$ cat config.mk
export PLATFORM = sky130hd
export DESIGN_NAME = rom_arbiter
export DESIGN_NICKNAME = d
export VERILOG_FILES = /design/src/rtl/rom_arbiter.sv
export SDC_FILE = /design/constraint.sdc
export NUM_CORES = 1
export LEC_CHECK = 0
export BUFFER_PORTS_ARGS = -buffer_cell sky130_fd_sc_hd__buf_2
export CAP_MARGIN = 30
export CORE_UTILIZATION = 48
export DETAILED_ROUTE_END_ITERATION = 16
export PLACE_DENSITY = 0.85
export SLEW_MARGIN = 20
export SYNTH_ARGS = -nofsm -noshare
export SYNTH_HDL_FRONTEND = slang
export SYNTH_SLANG_ARGS = --single-unit
export TNS_END_PERCENT = 50
$ cat constraint.sdc
create_clock -name clk -period 6.5 [get_ports clk]
set_clock_uncertainty 0.1 [all_clocks]
set_input_delay 0.975 -clock clk [delete_from_list [all_inputs] [get_ports clk]]
set_output_delay 0.975 -clock clk [all_outputs]
set_load 0.005 [all_outputs]
$ cat src/rtl/rom_arbiter.sv
// Three-way round-robin arbiter that shares one SDRAM ROM read port.
// Each requester holds req until its one-cycle valid; a RELEASE cycle separates grants.
module rom_arbiter #(
   parameter int AW = 23,
   parameter int DW = 16
) (
   input  logic          clk,
   input  logic          reset,
   input  logic          req0,
   input  logic          req1,
   input  logic          req2,
   input  logic [AW-1:0] addr0,
   input  logic [AW-1:0] addr1,
   input  logic [AW-1:0] addr2,
   output logic          valid0,
   output logic          valid1,
   output logic          valid2,
   output logic [DW-1:0] data0,
   output logic [DW-1:0] data1,
   output logic [DW-1:0] data2,
   output logic          sdram_req,
   output logic [AW-1:0] sdram_addr,
   input  logic [DW-1:0] sdram_data,
   input  logic          sdram_valid,
   output logic [1:0]    grant,
   output logic          busy
);

   typedef enum logic [1:0] {IDLE, WAIT, RELEASE} state_t;

   localparam logic [1:0] NONE = 2'd3;

   state_t          state, state_next;
   logic [1:0]      last;
   logic [2:0]      req_vec;
   logic [2:0]      valid_q;
   logic [DW-1:0]   data_q [3];
   logic [1:0]      start, cand1, cand2, pick;
   logic [AW-1:0]   pick_addr;
   logic            grant_en;
   logic            capture;

   function automatic logic [1:0] wrap3(input logic [2:0] v);
      logic [2:0] t;
      t = (v >= 3'd3) ? v - 3'd3 : v;
      return t[1:0];
   endfunction

   assign req_vec = {req2, req1, req0};

   // Search order is last+1, last+2, last (mod 3), so the previous owner goes last.
   assign start = wrap3({1'b0, last} + 3'd1);
   assign cand1 = wrap3({1'b0, start} + 3'd1);
   assign cand2 = wrap3({1'b0, start} + 3'd2);

   always_comb begin
      // NOTE: every signal written here gets a default first, so no path leaves one unassigned and infers a latch.
      pick = start;
      if (req_vec[start])
         pick = start;
      else if (req_vec[cand1])
         pick = cand1;
      else if (req_vec[cand2])
         pick = cand2;
   end

   always_comb begin
      pick_addr = addr2;
      case (pick)
         2'd0:    pick_addr = addr0;
         2'd1:    pick_addr = addr1;
         default: pick_addr = addr2;
      endcase
   end

   always_comb begin
      state_next = state;
      grant_en   = 1'b0;
      capture    = 1'b0;
      case (state)
         IDLE: begin
            if (|req_vec) begin
               grant_en   = 1'b1;
               state_next = WAIT;
            end
         end
         WAIT: begin
            if (sdram_valid) begin
               capture    = 1'b1;
               state_next = RELEASE;
            end
         end
         RELEASE: state_next = IDLE;
         default: state_next = IDLE;
      endcase
   end

   always_ff @(posedge clk) begin
      // NOTE: sequential state uses non-blocking assignment so every register samples pre-edge values.
      if (reset)
         state <= IDLE;
      else
         state <= state_next;
   end

   always_ff @(posedge clk) begin
      if (reset) begin
         last       <= 2'd2;
         grant      <= NONE;
         sdram_req  <= 1'b0;
         sdram_addr <= '0;
         valid_q    <= '0;
         // NOTE: the read-data registers are only three words, so they are cleared with the rest rather than left unreset.
         for (int i = 0; i < 3; i++)
            data_q[i] <= '0;
      end else begin
         valid_q <= '0;
         if (grant_en) begin
            sdram_req  <= 1'b1;
            sdram_addr <= pick_addr;
            grant      <= pick;
            last       <= pick;
         end
         if (capture) begin
            sdram_req <= 1'b0;
            grant     <= NONE;
            // An owner that dropped req during WAIT has aborted; its data is discarded.
            if (req_vec[last]) begin
               valid_q[last] <= 1'b1;
               data_q[last]  <= sdram_data;
            end
         end
      end
   end

   assign valid0 = valid_q[0];
   assign valid1 = valid_q[1];
   assign valid2 = valid_q[2];
   assign data0  = data_q[0];
   assign data1  = data_q[1];
   assign data2  = data_q[2];
   assign busy   = (state != IDLE);

endmodule
==> impl_metrics.tcl, run 1 <==
set metrics [dict create \
    status "finished clean" \
    num-nets-final 584 \
    min_from "grant[1]" \
    max_clk_rate_mhz 351 \
    switching_power_uw 370 \
    final_cells 594 \
    ys_top_cells_by_area "sky130_fd_sc_hd__edfxtp_1 40%, sky130_fd_sc_hd__dfxtp_1 18%, sky130_fd_sc_hd__and2_1 8.3%" \
    postSynthRegisterBits 81 \
    vias_per_cell 5.48 \
    holdBufCountCts 0 \
    remaining_drc_errors 0 \
    flow.area_growth_from_synthesis_pct 31.6 \
    rsz0062_at_grt "false" \
    design.portCount 169 \
    clock_latency_ns 0.35 \
    finalSetupViolCount 0 \
    power.ir.vdd_worst_uv 155 \
    layout.cells.most_common_list "168 x sky130_fd_sc_hd__buf_2, 48 x sky130_fd_sc_hd__and2_1, 48 x sky130_fd_sc_hd__edfxtp_1" \
    synth_top_family_by_area "compound AO/OA/AOI/OAI gates" \
    worst_setup_path_startpoint "reset" \
    antenna_violations_before_repair 0 \
    first_global_vias 3065 \
    timing.setup.critical_path_class "in -> reg" \
    tns_ns 0 \
    power.density_cell_area_nw_per_um2 256 \
    post_synth_and_or_nand_nor_area_fraction 0.169 \
    cts_sinks 81 \
    gate_count_after_technology_mapping 330 \
    worstSetupStartpointType "input pin" \
    tritoncts.num_buffers 9 \
    root_buffer "sky130_fd_sc_hd__clkbuf_8" \
    share_of_the_clock_period_used_by_the_worst_path_after_layout 0.438 \
    placed_cells_incl_taps 578 \
    routedWlPerCell_um 15.7 \
    critPathArrivalTime_ns 2.77 \
    hp-class "reg -> reg" \
    post-cts-setup-buffer-count 0 \
    relSlewSlack 0.453 \
    synthArstFlopShare 0 \
    postSynthNetCount 424 \
    clkSlewWorstSetupHoldPaths_ns 0.08 \
    design.die.area_sq_um 7880 \
    power.combinational.fraction 0.219 \
    syn_avg_cell_area_sq_um 10.9 \
    final_common_cell "sky130_fd_sc_hd__buf_2" \
    fillerInstances 575 \
    synth_seq_area_share 0.582 \
    timing.rr.start "last[0]" \
    drt_wl_total_um 9350 \
    grtUsageTotal 0.243 \
    clk_path_buf_depth 2 \
    post_synth_top_area_cell "sky130_fd_sc_hd__edfxtp_1" \
    seqPwrFrac 0.496 \
    yosys-mux-area-fraction 0.00312 \
    tightest_slew_ns 0.820 \
    global_route_wire_length_before_repair_um 14300 \
    cts.htree.levels 3 \
    share_of_layout_cells_above_drive_strength_1 0.420 \
    num_antenna_cells 0 \
    initial_utilization 0.498 \
    firstDrtPassIters 4 \
    synth-compound-area-share 0.201 \
    netSwitchingFraction 0.304 \
    final_antenna_net_count 0 \
    post_synth_fa_ha_maj_area_fraction 0.0104 \
    timing.final.hold_violations 0 \
    power_report.internal_total_uw 847 \
    post-route-min-period_ns 2.85 \
    maxCapViolCount 0 \
    routed-via-count 3255 \
    synth.cell_area_sq_um 3610 \
    area.sequential_sq_um 2100 \
    place.detailed.hpwl_um 6750 \
    pwr-share-clk 0.285 \
    cts_resized 0 \
    die_x_um 88.8 \
    gr-total-overflow 0 \
    ys.warnings.count 0 \
    worstPathRequired_ns 6.42 \
    synth_flop_cell "sky130_fd_sc_hd__edfxtp_1" \
    synth.top_cell.area_share 0.399 \
    post_synth_num_cell_types 33 \
    finalWeightedCongestion 0.824 \
    core-area_sq_um 7250 \
    num_rows 31 \
    clock_tree_from_tritoncts "yes" \
    initialDrtViolationCount 128 \
    synth-edff-count 48 \
    critical_path.max_fanout 31 \
    die_y_um 88.8 \
    endpoint_kind "flip-flop" \
    p_leak_uw 0.00213 \
    multi_input_comb_area_sq_um 1420 \
    port-buffer-count 168 \
    timing_max_transition_violations_final 0 \
    post_synthesis_share_of_cell_area_spent_on_xor_and_xnor_gates 0 \
    grt_max_degree 32 \
]
## critical path, stage by stage
cell and delay, ns:
sky130_fd_sc_hd__buf_2 0.28, sky130_fd_sc_hd__or2_2 0.42, sky130_fd_sc_hd__nor3b_2 0.62, sky130_fd_sc_hd__or2_2 0.47
## per-layer routing
layer,vias to the layer above,part of all wire,GRT usage
li1,1537,-,-
met1,1478,0.38,0.281
met2,213,0.49,0.417
met3,27,0.089,0.0634
met4,0,0.033,0.117
met5,-,0,0
## power by group through the flow
stage	registers [uW]	logic, uW	clock network (uW)
2_1_floorplan	618	148	0
3_3_place_gp	615	250	0
3_5_place_dp	616	263	0
4_1_cts	604	263	350
5_1_grt	609	297	369
6_report	604	266	347
## worst paths after layout
path	end	slack, ns	cells after the start
setup / recovery	data_q[2][4]	3.65	4
hold reg to reg	grant[1]	0.38	2
hold / removal	grant[1]	0.38	2
setup reg to reg	sdram_addr[5]	3.79	6
## through the flow
| stage | cell area [sq um] | hold WS [ns] | util | worst slack (ns) | total power (uW) |
|---|---|---|---|---|---|
| finish | 4760 | 0.376 | 0.656 | 3.65 | 1220 |
| global route | 4760 | 0.419 | 0.656 | 3.46 | 1270 |
| CTS | 4750 | 0.372 | 0.655 | 3.56 | 1220 |
| detailed placement | 4560 | 0.350 | 0.629 | 3.17 | 879 |
| global placement | 4530 | 0.359 | 0.624 | 3.31 | 865 |
| floorplan | 3610 | 0.360 | - | 3.92 | 766 |
## sequential cells by signal, summed over array words and instances, names as in the netlist
signal,count
data_q,48
grant,2
last,2
sdram_addr,23
sdram_req,1
state,2
valid_q,3
## logic make-up (layout without fill, tap and decap cells)
logic type | Yosys count | in the layout
simple gates | 105 | 105
fa+ha+maj | 3 | 3
flops | 81 | 81
buf+inv | 31 | 196
mux | 1 | 1
compound gates | 109 | 109
## synthesized netlist by cell type (all sizes together) (2+ instances only)
cell type and number:
or2 6, nor2b 2, and3b 2, nand2b 4, o211ai 2, nor4 2, and2 48, nor2 27
o21ai 24, a311oi 23, clkbuf 16, o31ai 23, nand2 6, nor3 2, buf 9, inv 6
a21oi 31, ha 3, nor3b 3, dfxtp 33, edfxtp 48
## area by class of cell
type                            count  share of cell area
Sequential cell                    81               0.442
Timing Repair Buffer              174               0.189
Tap cell                           99              0.0260
Clock inverter                      6              0.0103
Clock buffer                       10              0.0289
Inverter                            6             0.00473
Multi-Input combinational cell    218               0.299
(Power assumes the default switching activity.)
==> run 2, diff against run 1 <==
Settings changed: CORE_UTILIZATION 48 to 47, PLACE_DENSITY 0.85 to 0.84.
Clock period 6.5 ns to 2.73 ns, I/O delays scaled along.
==> impl_metrics.tcl, run 2 (synthesis results as in run 1) <==
set metrics [dict create \
    core-area_sq_um 7330 \
    critical_path.max_fanout 23 \
    power.density_cell_area_nw_per_um2 603 \
    drt_wl_total_um 9250 \
    cts_sinks 81 \
    clkSlewWorstSetupHoldPaths_ns 0.09 \
    post-route-min-period_ns 2.41 \
    cts.htree.levels 3 \
    timing.final.hold_violations 0 \
    remaining_drc_errors 0 \
    status "finished clean" \
    area.sequential_sq_um 2100 \
    relSlewSlack 0.626 \
    place.detailed.hpwl_um 6640 \
    num_antenna_cells 0 \
    layout.cells.most_common_list "168 x sky130_fd_sc_hd__buf_2, 48 x sky130_fd_sc_hd__and2_1, 48 x sky130_fd_sc_hd__edfxtp_1" \
    routedWlPerCell_um 15.5 \
    largestRegisters "data_q (48), sdram_addr (23), valid_q (3)" \
    finalWeightedCongestion 0.849 \
    port-buffer-count 168 \
    die_x_um 89.7 \
    p_leak_uw 0.00214 \
    initial_utilization 0.493 \
    num_rows 31 \
    final_cells 598 \
    design.die.area_sq_um 8040 \
    cts_resized 0 \
    critical_path.max_stage_delay_ns 0.47 \
    tightest_slew_ns 0.561 \
    timing_max_transition_violations_final 0 \
    design.portCount 169 \
    multi_input_comb_area_sq_um 1410 \
    firstDrtPassIters 5 \
    initialDrtViolationCount 111 \
    maxCapViolCount 0 \
    share_of_layout_cells_above_drive_strength_1 0.423 \
    root_buffer "sky130_fd_sc_hd__clkbuf_8" \
    worstSetupStartpointType "flip-flop" \
    final_critical_path_setup_slack_ns 0.318 \
    final_common_cell "sky130_fd_sc_hd__buf_2" \
    share_of_the_clock_period_used_by_the_worst_path_after_layout 0.883 \
    worstPathRequired_ns 2.89 \
    placement.setup.worst_slack_ns 0.359 \
    post-cts-setup-buffer-count 0 \
    power.ir.vdd_worst_uv 283 \
    largest_reg_flops 48 \
    vias_per_cell 5.49 \
    critPathArrivalTime_ns 2.57 \
    clock_tree_from_tritoncts "yes" \
    fillerInstances 610 \
    rsz0062_at_grt "false" \
    grt_max_degree 32 \
    final_antenna_net_count 0 \
    first_global_vias 3050 \
    cp_slowest_cell "sky130_fd_sc_hd__ha_1" \
    clk_path_buf_depth 2 \
    holdBufCountCts 0 \
    endpoint_kind "flip-flop" \
    routed-via-count 3284 \
    gr-total-overflow 0 \
    hp-class "in -> reg" \
    clock_latency_ns 0.34 \
    die_y_um 89.7 \
    tns_ns 0 \
    final.hold.worst_slack_ns 0.224 \
    flow.area_growth_from_synthesis_pct 32.1 \
    crit_chain "inv_1, ha_1, and3b_1, nor4_4, buf_4, o31ai_1, a311oi_1" \
    max_clk_rate_mhz 415 \
    tritoncts.num_buffers 9 \
    grtUsageTotal 0.229 \
    finalSetupViolCount 0 \
    antenna_violations_before_repair 0 \
    placed_cells_incl_taps 582 \
    global_route_wire_length_before_repair_um 14100 \
    largest-register "data_q" \
    num-nets-final 588 \
    timing.setup.critical_path_class "reg -> reg" \
]
==> run 2: cell type report <==
| type | instances | share of cell area |
|---|---|---|
| repair buffers | 178 | 0.195 |
| multi-input cells | 218 | 0.296 |
| well taps | 99 | 0.0260 |
| clock inverters | 6 | 0.0105 |
| inverters | 6 | 0.00472 |
| clock buffers | 10 | 0.0267 |
| flip-flops and latches | 81 | 0.440 |
==> run 2: final timing paths <==
kind | startpoint | end | slack (ns) | cells after the start
worst max-delay path | last[0] | sdram_addr[0] | 0.32 | 7
worst min-delay path | addr1[6] | sdram_addr[6] | 0.22 | 3
worst max register to register | last[0] | sdram_addr[0] | 0.32 | 7
worst min register to register | grant[0] | grant[0] | 0.37 | 2
==> run 2: critical path: cells and delay by family (launching register included) <==
kind            cells  cell delay (ns)
compound gates      2             0.40
fa+ha+maj           1             0.47
buf+inv             2             0.41
flops               1             0.41
simple gates        2             0.53
==> run 2: metrics by stage <==
stage	utilization	instance area, sq um	total power, uW
floorplan	-	3610	1820
global placement	0.625	4580	2080
detailed placement	0.627	4590	2110
CTS	0.651	4770	2890
global route	0.651	4770	3020
finish	0.651	4770	2880
==> run 2: metal layers <==
| layer | wire length [um] | up-vias | GRT usage |
|---|---|---|---|
| met4 | 170 | 0 | 0.0779 |
| met3 | 878 | 17 | 0.0704 |
| met5 | 0 | - | 0 |
| met2 | 4560 | 210 | 0.389 |
| li1 | - | 1544 | - |
| met1 | 3640 | 1513 | 0.278 |
==> run 2: power by group <==
part           switching (uW)  internal, uW  total [uW]
clock network             453           340         794
logic                     370           276         646
registers                46.3          1390        1440
